===== src/rtl/dig_pkg.sv =====
// Shared constants for the eight-digit multiplexed seven-segment scanner:
// character codes, segment patterns (active-low {g,f,e,d,c,b,a}) and helpers.
package dig_pkg;

  localparam int NUM_DIGITS = 8;
  localparam int CODE_W     = 5;
  localparam int DP_BIT     = 4;

  typedef logic [CODE_W-1:0] char_t;

  localparam char_t CH_H     = 5'h0A;
  localparam char_t CH_E     = 5'h0B;
  localparam char_t CH_L     = 5'h0C;
  localparam char_t CH_O     = 5'h0D;
  localparam char_t CH_BLANK = 5'h0F;

  localparam logic [6:0] SEG_0     = 7'b1000000;
  localparam logic [6:0] SEG_1     = 7'b1111001;
  localparam logic [6:0] SEG_2     = 7'b0100100;
  localparam logic [6:0] SEG_3     = 7'b0110000;
  localparam logic [6:0] SEG_4     = 7'b0011001;
  localparam logic [6:0] SEG_5     = 7'b0010010;
  localparam logic [6:0] SEG_6     = 7'b0000010;
  localparam logic [6:0] SEG_7     = 7'b1111000;
  localparam logic [6:0] SEG_8     = 7'b0000000;
  localparam logic [6:0] SEG_9     = 7'b0010000;
  localparam logic [6:0] SEG_H     = 7'b0001001;
  localparam logic [6:0] SEG_E     = 7'b0000110;
  localparam logic [6:0] SEG_L     = 7'b1000111;
  localparam logic [6:0] SEG_O     = 7'b1000000;
  localparam logic [6:0] SEG_BLANK = 7'b1111111;

  // Letters and blanks terminate a run of leading zeros.
  function automatic logic is_non_numeric(input char_t code);
    return code[3:0] >= 4'hA;
  endfunction

endpackage


===== src/rtl/seg7_enc.sv =====
// Combinational character decoder: 5-bit code plus suppress flag to
// active-low segments and decimal point.
module seg7_enc
  import dig_pkg::*;
(
  input  logic [4:0] code_i,
  input  logic       suppress_i,
  output logic [6:0] seg_o,
  output logic       dp_o
);

  always_comb begin
    seg_o = SEG_BLANK;
    dp_o  = 1'b1;
    if (!suppress_i) begin
      dp_o = ~code_i[DP_BIT];
      case (code_i[3:0])
        4'h0:        seg_o = SEG_0;
        4'h1:        seg_o = SEG_1;
        4'h2:        seg_o = SEG_2;
        4'h3:        seg_o = SEG_3;
        4'h4:        seg_o = SEG_4;
        4'h5:        seg_o = SEG_5;
        4'h6:        seg_o = SEG_6;
        4'h7:        seg_o = SEG_7;
        4'h8:        seg_o = SEG_8;
        4'h9:        seg_o = SEG_9;
        CH_H[3:0]:   seg_o = SEG_H;
        CH_E[3:0]:   seg_o = SEG_E;
        CH_L[3:0]:   seg_o = SEG_L;
        CH_O[3:0]:   seg_o = SEG_O;
        default:     seg_o = SEG_BLANK;
      endcase
    end
  end

endmodule


===== src/rtl/dig_scan.sv =====
// Eight-digit multiplexed display scanner with frame snapshot and ghost blanking.
// Optional leading-zero suppression is enabled by defining LZ_SUPPRESS_EN.
module dig_scan
  import dig_pkg::*;
#(
  parameter int SCAN_DIV  = 100000,
  parameter int BLANK_CYC = 2
) (
  input  logic        clk,
  input  logic        rst_n,
  input  logic [39:0] dig,
  output logic [7:0]  an,
  output logic [6:0]  seg,
  output logic        dp,
  output logic        frame_tick
);

  localparam int CNT_W = $clog2(SCAN_DIV);

  logic [CNT_W-1:0] cnt_q, cnt_d;
  logic [2:0]       idx_q, idx_d;
  logic [39:0]      snap_q, snap_d;
  logic             valid_q, valid_d;
  logic [7:0]       an_q, an_d;
  logic [6:0]       seg_q, seg_d;
  logic             dp_q, dp_d;
  logic             tick_q, tick_d;

  logic             slot_end, frame_end, blank_win;
  char_t            chars [NUM_DIGITS];
  logic [7:0]       supp;
  logic [6:0]       enc_seg;
  logic             enc_dp;

  for (genvar g = 0; g < NUM_DIGITS; g++) begin : g_chars
    assign chars[g] = snap_q[CODE_W*g +: CODE_W];
  end

`ifdef LZ_SUPPRESS_EN
  // Suppression ripples down from the leftmost position.
  always_comb begin
    supp = '0;
    supp[NUM_DIGITS-1] = (chars[NUM_DIGITS-1] == 5'h00);
    for (int i = NUM_DIGITS - 2; i >= 0; i--) begin
      supp[i] = (chars[i] == 5'h00) && (supp[i+1] || is_non_numeric(chars[i+1]));
    end
  end
`else
  assign supp = '0;
`endif

  seg7_enc u_enc (
    .code_i     (chars[idx_q]),
    .suppress_i (supp[idx_q]),
    .seg_o      (enc_seg),
    .dp_o       (enc_dp)
  );

  assign slot_end  = (cnt_q == CNT_W'(SCAN_DIV - 1));
  assign frame_end = slot_end && (idx_q == 3'd7);
  assign blank_win = (cnt_q < CNT_W'(BLANK_CYC));

  always_comb begin
    cnt_d   = slot_end ? '0 : cnt_q + CNT_W'(1);
    idx_d   = slot_end ? idx_q + 3'd1 : idx_q;
    snap_d  = frame_end ? dig : snap_q;
    valid_d = valid_q | frame_end;
    tick_d  = frame_end;
    an_d    = 8'hFF;
    seg_d   = SEG_BLANK;
    dp_d    = 1'b1;
    // Anodes stay dark until the first real snapshot has been captured.
    if (valid_q && !blank_win) begin
      an_d  = ~(8'b1 << idx_q);
      seg_d = enc_seg;
      dp_d  = enc_dp;
    end
  end

  always_ff @(posedge clk or negedge rst_n) begin
    if (!rst_n) begin
      cnt_q   <= '0;
      idx_q   <= '0;
      snap_q  <= {NUM_DIGITS{CH_BLANK}};
      valid_q <= 1'b0;
      an_q    <= 8'hFF;
      seg_q   <= SEG_BLANK;
      dp_q    <= 1'b1;
      tick_q  <= 1'b0;
    end else begin
      cnt_q   <= cnt_d;
      idx_q   <= idx_d;
      snap_q  <= snap_d;
      valid_q <= valid_d;
      an_q    <= an_d;
      seg_q   <= seg_d;
      dp_q    <= dp_d;
      tick_q  <= tick_d;
    end
  end

  assign an         = an_q;
  assign seg        = seg_q;
  assign dp         = dp_q;
  assign frame_tick = tick_q;

endmodule


===== config.mk =====
export PLATFORM = sky130hd
export DESIGN_NAME = dig_scan
export DESIGN_NICKNAME = d
export VERILOG_FILES = /design/src/rtl/dig_pkg.sv /design/src/rtl/seg7_enc.sv /design/src/rtl/dig_scan.sv
export SDC_FILE = /design/constraint.sdc
export NUM_CORES = 1
export LEC_CHECK = 0
export BUFFER_PORTS_ARGS = -buffer_cell sky130_fd_sc_hd__clkbuf_2
export CORE_MARGIN = 2
export CORE_UTILIZATION = 50
export CTS_BUF_LIST = sky130_fd_sc_hd__clkbuf_4 sky130_fd_sc_hd__clkbuf_8
export CTS_CLUSTER_DIAMETER = 60
export CTS_CLUSTER_SIZE = 14
export DETAILED_ROUTE_END_ITERATION = 8
export GPL_TIMING_DRIVEN = 0
export PLACE_DENSITY_LB_ADDON = 0.1
export SLEW_MARGIN = 0
export SYNTH_ARGS = -nofsm -noshare
export SYNTH_HDL_FRONTEND = slang
export SYNTH_SLANG_ARGS = --single-unit

===== constraint.sdc =====
create_clock -name clk -period 5.8 [get_ports clk]
set_clock_uncertainty 0.2 [all_clocks]
set_input_delay 0.58 -clock clk [delete_from_list [all_inputs] [get_ports clk]]
set_output_delay 0.58 -clock clk [all_outputs]
set_load 0.05 [all_outputs]

# Word level (Yosys, flattened, before mapping)

Memories as Yosys holds them, arrays and structs flattened.
Index checks and enable logic that the tools add are counted.

Register bits after elaboration: 78
Latch bits: 0
RAM bits: 0
Memory bits (read-only): 120
Input bits: 42
Output and inout port bits: 17
Word-level logic and storage cells: 35
Memories kept: 2

Memories:

| name            | words | bits a word | rd ports | clocked after Yosys merged registers in | write ports | line           | source |
|---|---|---|---|---|---|---|---|
| (no name shown) | 16    | 7           | 1        | 0                                       | 0           | seg7_enc.sv:17 | `case (code_i[3:0])` |
| (no name shown) | 8     | 1           | 1        | 0                                       | 0           | dig_scan.sv:54 | `.suppress_i (supp[idx_q]),` |

Add/sub/neg operators: 2
Multiply operators: 0
Divide/modulo/power cells: 0
$lt $le $gt $ge: 3
Equality and inequality tests: 2
Shift operators: 1
Multiplexer cells: 10
Bitwise logic cells: 4
Reduce and logical (&&, ||, !) cells: 3

Operator list:

| cell                    | count |
|---|---|
| $add A17 B1 Y17 const B | 1 |
| $eq A17 B17 Y1 const B  | 1 |
| $lt A17 B2 Y1 const B   | 1 |
| $mux W17                | 1 |
| $bmux W5 S3             | 1 |
| $mux W7                 | 2 |
| $mux W5                 | 2 |
| $mux W8                 | 1 |
| $not A8 Y8              | 1 |
| $shl A1 B3 Y8 const A   | 1 |
| $ge A4 B4 Y1 const B    | 1 |
| $lt A3 B4 Y1 const B    | 1 |
| $not A3 Y4              | 1 |
| $add A3 B1 Y3 const B   | 1 |
| $eq A3 B3 Y1 const B    | 1 |
| $mux W1                 | 3 |
| $logic_and A1 B1 Y1     | 2 |
| $logic_not A1 Y1        | 1 |
| $not A1 Y1              | 1 |
| $or A1 B1 Y1            | 1 |

# Logic depth before layout (Yosys ltp)

Depth in word-level cells: 7
Gate-level depth with buffers: 8
Depth with buffers taken out: 7

# Hierarchy

From an unflattened synthesis, not the netlist that was laid out.

Cell total of the unflattened synthesis: 284
Area total of the unflattened synthesis: 3871.2 um2

By module, submodules not included:

| module   | instances | cells an instance | area an instance (um2) | sequential area each (um2) |
|---|---|---|---|---|
| dig_scan | 1         | 248               | 3583.4                 | 2011.9 |
| seg7_enc | 1         | 36                | 287.8                  | 0.0 |

# Worst setup path before layout

OpenSTA, ideal clock, no wires.

Kind: reg-to-reg
Start point: reg idx_q[1]
End point: reg seg_q[0], in the netlist seg[0]
Arrival time: 2.302 ns
Slack: 3.198 ns
Cell stages (with the launch flop): 9
Clock period less this slack: 2.602 ns
Cells stage by stage: dfrtp_1 buf_2 mux4_2 mux2i_1 inv_1 ha_1 mux2_2 nand2_1 o211ai_1

Word-level cells in the longest chain between the ends: 7
Elaborated cells on any way between the ends: 9
Classes of those cells: 6 x mux; 1 x bitwise; 2 x memory

RTL lines:

| item                                       | line           | source |
|---|---|---|
| start, declared                            | dig_scan.sv:21 | `logic [2:0] idx_q, idx_d;` |
| start signal, assigned                     | dig_scan.sv:92 | `idx_q <= idx_d;` |
| $not A3 Y4 (not written as such)           | dig_scan.sv:53 | `.code_i (chars[idx_q]),` |
| $bmux W5 S3                                | dig_scan.sv:53 |  |
| $mux W5 (not written as such) (2 in a row) | dig_scan.sv:53 |  |
| $mem_v2 Z16 W7                             | -              |  |
| $mux W7 *                                  | seg7_enc.sv:15 | `if (!suppress_i) begin` |
| $mux W7 *                                  | dig_scan.sv:73 | `if (valid_q && !blank_win) begin` |
| via seg_d[0]                               | dig_scan.sv:25 | `logic [6:0] seg_q, seg_d;` |
| end signal, assigned                       | dig_scan.sv:96 | `seg_q <= seg_d;` |
| end, declared                              | dig_scan.sv:25 |  |

The timed path passes the listed nets; every way through them passes the cells marked *. The select of a mux whose other input is x is not followed.
A chain may end at the register's enable or synchronous reset.

# Worst setup path in the final report

Ends and elaborated chain as after synthesis.

==> impl_metrics.toml <==
[pwr]
pwr-share-clk_pct = 40.2
internal_power_mw = 0.851
power_frac_comb_pct = 6.2
ir_drop_mv = 0.178
p_leak_nw = 2.07
p_seq_share_pct = 53.6
power_density_mw_per_mm2 = 243
swShare_pct = 20.8
p_switching_mw = 0.223

[placement]
port_buffers = 58
place_inst = 423
place_ws_ns = 2.68
gp_congestion = 0.795
hpwl_um = 4760

[worst_setup_path]
rr_startpoint = "idx_q[1]"
worst_setup_path_end_kind = "flop"
crit_type = "flop to flop"
critPathMaxFanout = 10
worstSetupStartpoint = "idx_q[1]"
worstSetupStartpointType = "flop"
critPathMaxStageDelay_ns = 0.58
cp_data_required_time_ns = 5.85
path_cells = "buf_2, mux4_2, mux2i_1, inv_1, ha_1, mux2_2, nand2_1, o211ai_1"
critPathArrivalTime_ns = 3.14
crit_path_top_delay_cell = "mux2i_1"

[synthesis]
ys_types = 37
avgSynthCellArea_sq_um = 14.2
synth_nets = 321
synthTopCellsByArea = "dfstp_2, dfrtp_1, mux2_4"
yosysMostFrequentCell = "dfstp_2"
synthCells = 265
synthTopCellsByCount = "dfstp_2, mux2_4, dfrtp_1, nand2_1"
synthFlopType = "dfstp_2"
synth_top_area_cell = "dfstp_2"
synth.cell_area_sq_mm = 0.00375
yosysWarnings = 0
synth_edf_count = 0
synth_seq_cells = 78
synth_top_cell_area_share_pct = 33.6
async_flop_share_pct = 100
yosysSeqAreaShare_pct = 53.6

[cts]
clkTransAtPathRegs_ns = 0.08
cts_tree = "built"
cts_buffer_depth = 2
cts_sinks = 78
cts_setup_buffers = 0
cts-root-buf = "clkbuf_8"
cts_made_buffers = 9
insertion_delay_ns = 0.35
h-tree-depth = 3

[die]
fp.dieW_um = 90.7
die_h_um = 90.7
rows = 31
io_pins = 59
coreArea_sq_mm = 0.00725
die-area_sq_mm = 0.00822
initial_core_util_pct = 51.8

[cells_and_area]
num_antenna_cells = 0
drive_above_1_share_pct = 54.5
fin_nets = 392
fin_cells = 440
syn_to_final_growth_pct = 17.9
num-fill-cells = 609

[detailed_routing]
vias = 2208
ant_nets = 0
drt-pass1-iter-count = 4
wl_per_cell_um = 14.9
drt_iter0_drc = 87
wirelength_um = 6560
via_per_inst = 5.02
route.detailed.drc = 0

[timing]
rsz0062_at_grt = "false"
relSlewSlack_pct = 51.1
max_slew.worst_pin.slew_ns = 0.713
finalCritPeriodShare_pct = 53.2
report.final.setup_viol = 0
drv_slew = 0
fin_tns_setup_ns = 0
fmax_mhz = 324
finalCriticalPeriod_ns = 3.09
final_hold_viol_count = 0
fin_ws_ns = 2.71

[run]
maxCapViolCount = 0

[global_route]
overflow = 0
grt_pass1_wl_um = 11300
grtUsageTotal_pct = 17.7
grt_pass1_vias = 2279
grt_max_degree = 57
antenna_found_initial = 0

[hold_path]
worstHoldStart = "dig[2]"
min_path_type = "input pin to flop"

[run_status]
status = "finished, final reports clean"
-- layer usage --
metal	vias to the layer above	track usage, %	wire length [um]
met3	12	3.51	258
met5	-	0	0
met1	1070	24.9	3180
met2	51	26.4	2980
met4	0	8.85	145
li1	1075	-	-
-- cells by family (layout without fill, tap and decap cells) --
family	after synthesis	in the layout	synth area share (%)
flip-flops	78	78	53.6
adder cells (fa/ha/maj)	14	14	4.67
AO/OA/AOI/OAI	14	14	2.60
multiplexers	56	56	23.6
buffers and inverters	18	94	2.73
AND/OR/NAND/NOR	69	69	9.06
XOR/XNOR	16	16	3.73
-- cell type report --
type	instances	area, sq um	area share [%]
flip-flops and latches	78	2010	45.4
inverters	7	26.3	0.593
repair buffers	60	330	7.46
multi-input cells	169	1640	37.0
well taps	99	124	2.80
plain buffers	11	76.3	1.72
clock inverters	3	40.0	0.904
clock buffers	13	179	4.04
-- critical path: cells and delay by family (launching register included) --
| kind | cells | cell delay, ns |
|---|---|---|
| and+or+nand+nor | 1 | 0.10 |
| DFF | 1 | 0.42 |
| adders and majority gates | 1 | 0.26 |
| AOI/OAI and AO/OA | 1 | 0.10 |
| muxes | 3 | 1.38 |
| buffers and inverters | 2 | 0.52 |
-- power by group through the flow --
stage | logic (mW) | registers (mW) | clock network, mW
after floorplan | 0.0360 | 0.581 | 0
after global placement | 0.0639 | 0.584 | 0
after global routing | 0.0741 | 0.578 | 0.469
after detailed placement | 0.0676 | 0.584 | 0
after CTS | 0.0682 | 0.576 | 0.443
final | 0.0667 | 0.575 | 0.432
-- final timing paths --
| kind | slack (ns) | cells past startpoint | to |
|---|---|---|---|
| min in group asynchronous | 0.50 | 2 | cnt_q[7] |
| max in group asynchronous | 4.28 | 3 | an[1] |
| max | 2.71 | 8 | seg[0] |
| min | 0.25 | 2 | snap_q[2] |
| max reg2reg | 2.71 | 8 | seg[0] |
| min reg2reg | 0.28 | 1 | valid_q |
-- registers in the layout, indices dropped and copies added, names as in the netlist --
register,flops
idx_q,3
snap_q,40
seg,7
dp,1
cnt_q,17
valid_q,1
an,8
frame_tick,1
-- cells in the final DEF (no fill, tap or decap), types with 2 or more instances in the layout --
master     n
nor2_1    14
mux2_2     2
dfrtp_1   30
clkbuf_8  13
o211ai_1   6
buf_2      4
clkinv_2   2
nor4_1     3
buf_6      4
mux2_4    39
clkbuf_2  57
xor2_1     6
mux4_2    10
nor3_1     3
nand3_1   11
mux2i_1    4
nand2b_1   2
xnor2_1   10
and4_1     2
o21ai_0    3
dfstp_2   48
nand2_1   24
clkbuf_1   3
ha_1      14
inv_1      6
nand4_1    3
-- per-stage QoR --
step	hold slack (ns)	util, %	power [mW]	instance area (sq um)
after global routing	0.245	61.0	1.12	4430
after CTS	0.241	61.0	1.09	4430
after global placement	0.261	57.5	0.648	4170
after detailed placement	0.262	57.9	0.652	4200
final	0.254	61.0	1.07	4430
after floorplan	0.0844	-	0.617	3750
-- what timing repair did --
action / 4_1_cts / 5_1_grt
resized for setup: 0 / 0
hold endpoints to repair: 14 / 0
endpoints found under the setup margin: 0 / 0
hold buffers: 1 / 0
(Power assumes the default switching activity.)
